File: src/rtl/parking_sensor_emulator.sv
// Two-beam photo-sensor waveform generator for one car passing the lot gate.
// Produces enter, exit and balk sequences and keeps saturating tallies of completed passes.
module parking_sensor_emulator #(
    parameter int DWELL_W = 8,
    parameter int CNT_W   = 5
) (
    input  logic               clk,
    input  logic               reset_n,
    input  logic               start,
    input  logic               dir,
    input  logic               balk,
    input  logic [DWELL_W-1:0] dwell,
    input  logic               clr_counts,
    output logic               outer,
    output logic               inner,
    output logic               busy,
    output logic               done,
    output logic [CNT_W-1:0]   enter_cnt,
    output logic [CNT_W-1:0]   exit_cnt
);

    // state | meaning
    // IDLE  | no pass running, both beams clear
    // PH1   | first sensor (A) blocked only
    // PH2   | both sensors blocked
    // PH3   | normal: B blocked only; balk: A blocked only
    // GAP   | both beams clear, last phase before completion
    typedef enum logic [2:0] {
        IDLE = 3'd0,
        PH1  = 3'd1,
        PH2  = 3'd2,
        PH3  = 3'd3,
        GAP  = 3'd4
    } state_t;

    state_t             state_q;
    logic               dir_q;
    logic               balk_q;
    logic [DWELL_W-1:0] reload_q;
    logic [DWELL_W-1:0] timer_q;
    logic               outer_q;
    logic               inner_q;
    logic               busy_q;
    logic               done_q;
    logic [CNT_W-1:0]   enter_q;
    logic [CNT_W-1:0]   exit_q;
    logic [DWELL_W-1:0] dwell_m1_d;

    // A dwell of zero behaves as one cycle per phase.
    assign dwell_m1_d = (dwell == '0) ? '0 : dwell - 1'b1;

    function automatic state_t next_phase(input state_t s);
        case (s)
            PH1:     return PH2;
            PH2:     return PH3;
            PH3:     return GAP;
            default: return IDLE;
        endcase
    endfunction

    // Returns {outer, inner} for a phase, mapping A/B onto the physical beams by direction.
    function automatic logic [1:0] beams(input state_t s, input logic d, input logic b);
        logic a_lvl;
        logic b_lvl;
        a_lvl = 1'b0;
        b_lvl = 1'b0;
        case (s)
            PH1: begin a_lvl = 1'b1; b_lvl = 1'b0; end
            PH2: begin a_lvl = 1'b1; b_lvl = 1'b1; end
            PH3: begin a_lvl = b;    b_lvl = ~b;   end
            default: begin a_lvl = 1'b0; b_lvl = 1'b0; end
        endcase
        return d ? {a_lvl, b_lvl} : {b_lvl, a_lvl};
    endfunction

    always_ff @(posedge clk or negedge reset_n) begin
        if (!reset_n) begin
            state_q  <= IDLE;
            dir_q    <= 1'b0;
            balk_q   <= 1'b0;
            reload_q <= '0;
            timer_q  <= '0;
            outer_q  <= 1'b0;
            inner_q  <= 1'b0;
            busy_q   <= 1'b0;
            done_q   <= 1'b0;
            enter_q  <= '0;
            exit_q   <= '0;
        end else begin
            done_q <= 1'b0;
            case (state_q)
                IDLE: begin
                    if (start) begin
                        state_q            <= PH1;
                        dir_q              <= dir;
                        balk_q             <= balk;
                        reload_q           <= dwell_m1_d;
                        timer_q            <= dwell_m1_d;
                        busy_q             <= 1'b1;
                        {outer_q, inner_q} <= beams(PH1, dir, balk);
                    end
                end
                default: begin
                    if (timer_q != '0) begin
                        timer_q <= timer_q - 1'b1;
                    end else begin
                        timer_q            <= reload_q;
                        state_q            <= next_phase(state_q);
                        {outer_q, inner_q} <= beams(next_phase(state_q), dir_q, balk_q);
                        if (state_q == GAP || state_q > GAP) begin
                            busy_q <= 1'b0;
                            done_q <= (state_q == GAP);
                            if (state_q == GAP && !balk_q) begin
                                if (dir_q && enter_q != '1)
                                    enter_q <= enter_q + 1'b1;
                                if (!dir_q && exit_q != '1)
                                    exit_q <= exit_q + 1'b1;
                            end
                        end
                    end
                end
            endcase
            // Clearing wins over a completion landing on the same edge.
            if (clr_counts) begin
                enter_q <= '0;
                exit_q  <= '0;
            end
        end
    end

    assign outer     = outer_q;
    assign inner     = inner_q;
    assign busy      = busy_q;
    assign done      = done_q;
    assign enter_cnt = enter_q;
    assign exit_cnt  = exit_q;

endmodule
File: config.mk
export PLATFORM = sky130hd
export DESIGN_NAME = parking_sensor_emulator
export DESIGN_NICKNAME = d
export VERILOG_FILES = /design/src/rtl/parking_sensor_emulator.sv
export SDC_FILE = /design/constraint.sdc
export NUM_CORES = 1
export LEC_CHECK = 0
export ABC_AREA = 1
export CORE_MARGIN = 1.5
export CORE_UTILIZATION = 59
export CTS_CLUSTER_DIAMETER = 80
export DETAILED_ROUTE_END_ITERATION = 16
export PLACE_DENSITY = 0.89
export SLEW_MARGIN = 30
export SYNTH_ARGS = -nofsm -noshare
export SYNTH_HDL_FRONTEND = slang
export SYNTH_SLANG_ARGS = --single-unit
File: constraint.sdc
create_clock -name clk -period 2.5 [get_ports clk]
set_input_delay 0.375 -clock clk [delete_from_list [all_inputs] [get_ports clk]]
set_output_delay 0.375 -clock clk [all_outputs]
set_load 0.02 [all_outputs]
-- Word level (Yosys, flattened, before mapping)
Cells that the tools add are included.
- register bits after elaboration: 35
- input bits: 14
- output and inout port bits: 14
- word-level logic and storage cells: 88
- add/sub/neg operators: 4
- $lt $le $gt $ge: 1
- eq/ne operators: 13
- multiplexer cells: 38
- bitwise logic cells: 1
- reductions and logical operators: 20
- operators with widths (kind ; count):
    two-way mux 5 bit ; 12
    two-way mux 8 bit ; 4
    subtractor 8 x 1 -> 8 bit, second input constant ; 2
    two-way mux 1 bit ; 13
    equality test 3 x 2 -> 1 bit, second input constant ; 4
    two-way mux 3 bit ; 4
    adder 5 x 1 -> 5 bit, second input constant ; 2
    != test 5 bit, second input constant ; 2
    AND reduction 5 bit ; 2
    nonzero test 2 bit ; 5
    one-hot mux 3 bit (3 select lines) ; 1
    zero test 8 bit ; 1
    nonzero test 8 bit ; 1
    equality test 3 x 1 -> 1 bit, second input constant ; 2
    != test 2 bit, second input constant ; 3
    two-way mux 2 bit ; 2
    one-hot mux 1 bit (2 select lines) ; 2
    AND reduction 2 bit ; 2
    equality test 3 bit, second input constant ; 1
    greater-than comparator 3 bit, second input constant ; 1
    logical AND 1 bit ; 3
    zero test 3 bit ; 1
    AND reduction 3 bit ; 1
    zero test 1 bit ; 2
    4 further kinds ; 4

-- Longest topological paths before layout
- depth in word-level cells: 10
- depth in mapped cells: 10
- gate-level depth less buffers: 10

-- Worst setup path after synthesis
OpenSTA, ideal clock, no wires.
- kind: flip-flop to flip-flop
- from: register exit_q[0], in the netlist exit_cnt[0]
- to: register exit_q[3], in the netlist exit_cnt[3]
- setup time: 119 ps
- data arrival time: 1695 ps
- required time: 2381 ps
- setup slack: 686 ps
- stages on the path, launching flop included: 10
- path buffers: 0
- period minus slack after synthesis: 1814 ps
- cells stage by stage: dfrtp_1 > ha_1 > nand2_1 > nor2_1 > ha_1 > or2_2 > nor2_2 > nand2_1 > nand3_1 > nand2_1
- cells in the longest elaborated chain, start to end: 7
- elaborated cells on any way between the ends: 11
- classes of those cells: add/sub: 1; eq/ne: 1; mux: 6; reduce/logical: 3
- ends and longest elaborated chain (element ; RTL line ; text):
    start, declared ; 46 ; logic [CNT_W-1:0] exit_q;
    start signal, assigned ; 117 ; exit_q <= exit_q + 1'b1;
    adder 5 x 1 -> 5 bit ; 117 ;
    two-way mux 5 bit ; 116 ; if (!dir_q && exit_q != '1)
    two-way mux 5 bit ; 113 ; if (state_q == GAP && !balk_q) begin
    two-way mux 5 bit ; 110 ; if (state_q == GAP || state_q > GAP) begin
    two-way mux 5 bit ; 104 ; if (timer_q != '0) begin
    two-way mux 5 bit ; 91 ; case (state_q)
    two-way mux 5 bit ; 124 ; if (clr_counts) begin
Several ways; a longest one is shown, not always the timed one. The select of a mux whose other input is x is not followed.
A chain may end at the register's enable or synchronous reset.

-- Final worst setup path
- from: register exit_q[0], in the netlist exit_cnt[0]
- to: register exit_q[1], in the netlist exit_cnt[1]
Same word-level chain as after synthesis.

==> impl_metrics.csv <==
group,metric,value,unit
run_status,outcome,"completed",
clock_network,cts.root.buffer_cell,"clkbuf_4",
synthesis,synth_compound_area_share,7.09,%
sta,final.min_clock_period,1940,ps
clock_network,clk_pin_slew,110,ps
synthesis,synth.top_cells.by_count,"nand2_1, inv_1, nand3_1",
worst_setup_path,worst-endpoint-required,2740,ps
drt,drt_iter0_drc,153,
sta,timing.clock.skew,10.5,ps
floorplanning,fp.dieArea,0.00399,sq mm
worst_setup_path,worst_reg2reg_path_depth,9,
worst_setup_path,worstPathArrival,2180,ps
grt,grt_max_degree,36,
synthesis,synth_async_sr_flop_share,100,%
clock_network,post_cts_buffers,0,
floorplanning,die-width,63.2,microns
placement,portBuffers,27,
worst_setup_path,critical_path.endpoint_type,"flop",
clock_network,clock-sinks,35,
floorplanning,io_pins,28,
worst_setup_path,critical_path_class,"flop to flop",
grt,grt_first_pass_wirelength,8140,microns
hold_path,hold_class,"input pin to async pin",
worst_setup_path,timing.critical_path.fanout_max,6,
floorplanning,initial_core_util,62.5,%
drt,num_vias,1988,
drt,antenna_violating_nets_post_route,0,
clock_network,ctsResizeCount,0,
clock_network,tritoncts,"built",
clock_network,cts_htree_levels,2,
synthesis,yosys.area_share.adder,4.69,%
finish,drive_above_1_share,7.19,%
placement,place.detailed.hpwl,3460,microns
grt,antenna_found_initial,0,
finish,nets,342,
synthesis,postSynthAreaPerCell,7.36,sq um
sta,final_max_slew_viol_count,0,
clock_network,post_cts_hold_buffer_count,0,
synthesis,postSynthRegisterBits,35,
synthesis,synthesis.area,0.00213,sq mm
synthesis,yosys_warning_count,0,
sta,worst_max_slew_pin_slew,550,ps
synthesis,synth_xor_area_share,2.87,%
floorplanning,core.rowCount,21,
synthesis,synth_edf_count,0,
drt,via_per_inst,5.43,
drt,totalWireLength,4680,microns
floorplanning,die_height,63.2,microns
drt,drc,0,
worst_setup_path,crit_path_start_kind,"flop",
clock_network,clockBufferDepth,2,
sta,rsz0062_at_grt,"false",
finish,antenna_cells,0,
sta,maxSlewHeadroom,63.3,%
synthesis,synth_largest_type_area_fraction,41.0,%
drt,firstDrtPassIters,5,
power_and_ir_drop,irDropWorstVdd,0.000294,V
drt,wl_per_cell,12.8,microns
placement,detailed_place.area,0.00244,sq mm
flow_run,max-cap-violations,0,
synthesis,syn_nets,312,
synthesis,ys_seq_area_share,41.0,%
sta,final_hold_viol_count,0,
finish,finish.instance_area,0.00250,sq mm
synthesis,yosys.cell_count.top_type,"nand2_1",
sta,post-route-worst-setup-slack,564,ps
sta,fmax,517,MHz
sta,setup_viol,0,
grt,groute.usage.overall,25.6,%
grt,grt_pass1_vias,1884,
finish,syn2layout_area_growth,17.2,%
worst_setup_path,reg2reg_slack,560,ps
clock_network,clock_latency,340,ps
placement,pre_cts_slack,604,ps
synthesis,yosys_most_used_dff,"dfrtp_1",
worst_setup_path,rr_endpoint,"exit_cnt[1]",
synthesis,synth_cell_type_count,26,
synthesis,yosys.area.top_type,"dfrtp_1",
placement,gp_congestion,0.926,
synthesis,dominant_combinational_cell_family_by_area_after_synthesis,"simple AND/OR/NAND/NOR gates",
worst_setup_path,timing.rr.start,"exit_cnt[0]",
synthesis,post_synth_and_or_nand_nor_area_fraction,34.9,%
power_and_ir_drop,power.static_leakage,1.29,nW
power_and_ir_drop,cellPowerDensity,394,mW/mm^2
sta,final_min_period_over_clock_period,77.4,%
synthesis,muxShareOfSynthArea,0,%
sta,setup-tns-final,0,ps
sta,fin_hold_ws,435,ps
floorplanning,core-area,0.00342,sq mm
clock_network,cts-buffers-inserted,5,
synthesis,synth_area_leaders,"dfrtp_1, nand2_1, nand3_1",
synthesis,cell_count_after_synthesis,290,
grt,globalRouteOverflowTotal,0,
[logic make-up (layout without fill, tap and decap cells)]
family                     Yosys count  in the layout
and+or+nand+nor                    161            161
adders and majority gates            8              8
AOI/OAI and AO/OA                   28             28
DFF                                 35             35
buffers and inverters               51             81
xor gates and xnor gates             7              7
[placed cells by master (no fill, tap or decap)]
cell,n
a21oi_1,6
buf_4,2
clkbuf_4,5
clkbuf_8,1
clkdlybuf4s50_1,27
clkinv_2,1
dfrtp_1,35
ha_1,8
inv_1,42
inv_2,3
nand2_1,72
nand2_4,1
nand3_1,36
nand4_1,14
nor2_1,27
nor2_2,2
nor2_4,5
nor4_1,1
o211ai_1,1
o21ai_0,16
o21ai_1,1
o21ai_2,1
o21bai_1,1
o22ai_1,2
or2_0,1
or2_2,2
xor2_1,7
[stage by stage]
step	util [%]	power, mW	instances
5_1_grt	73.2	1.02	366
2_1_floorplan	-	0.629	290
6_report	73.2	0.986	366
4_1_cts	73.2	0.990	366
3_3_place_gp	71.6	0.673	359
3_5_place_dp	71.6	0.675	359
[worst max-delay path by stage]
stage | startpoint | end | slack, ps
6_report | exit_cnt[0] | exit_cnt[1] | 560
5_1_grt | timer_q[0] | enter_cnt[2] | 360
4_1_cts | exit_cnt[0] | exit_cnt[1] | 590
3_5_place_dp | exit_cnt[0] | exit_cnt[1] | 600
3_3_place_gp | dwell[2] | timer_q[6] | 660
2_1_floorplan | exit_cnt[0] | exit_cnt[3] | 690
[state kept, by name, indices dropped and copies added, names as in the netlist]
signal / cells
reload_q: 8
timer_q: 8
enter_cnt: 5
exit_cnt: 5
state_q: 3
balk_q: 1
busy: 1
dir_q: 1
done: 1
inner: 1
outer: 1
[worst max-delay path, stage by stage, from the launching register on]
cell	delay, ps
dfrtp_1	440
ha_1	240
nand2_1	80
nor2_1	40
ha_1	160
or2_2	280
nor2_2	260
nand2_1	180
nand3_1	110
nand2_1	60
[routing by layer]
| layer | GRT usage, % | vias to the layer above | share of wire [%] |
|---|---|---|---|
| li1 | - | 995 | - |
| met1 | 33.1 | 915 | 46 |
| met2 | 42.8 | 70 | 47 |
| met3 | 6.07 | 8 | 5.7 |
| met4 | 7.22 | 0 | 1.3 |
| met5 | 0 | - | 0 |
[final cells by class]
cell class	count	area (sq um)
Multi-Input combinational cell	204	1060
Fill cell	281	915
Sequential cell	35	876
Tap cell	46	57.6
Inverter	45	169
Clock buffer	6	51.3
Timing Repair Buffer	29	285
Clock inverter	1	5.00
[power breakdown]
part           leakage (nW)  internal [mW]  switching (mW)
registers             0.421          0.576         0.00443
clock network        0.0341          0.130           0.191
logic                 0.836         0.0335          0.0502
total                  1.29          0.740           0.246
(Power assumes the default switching activity.)
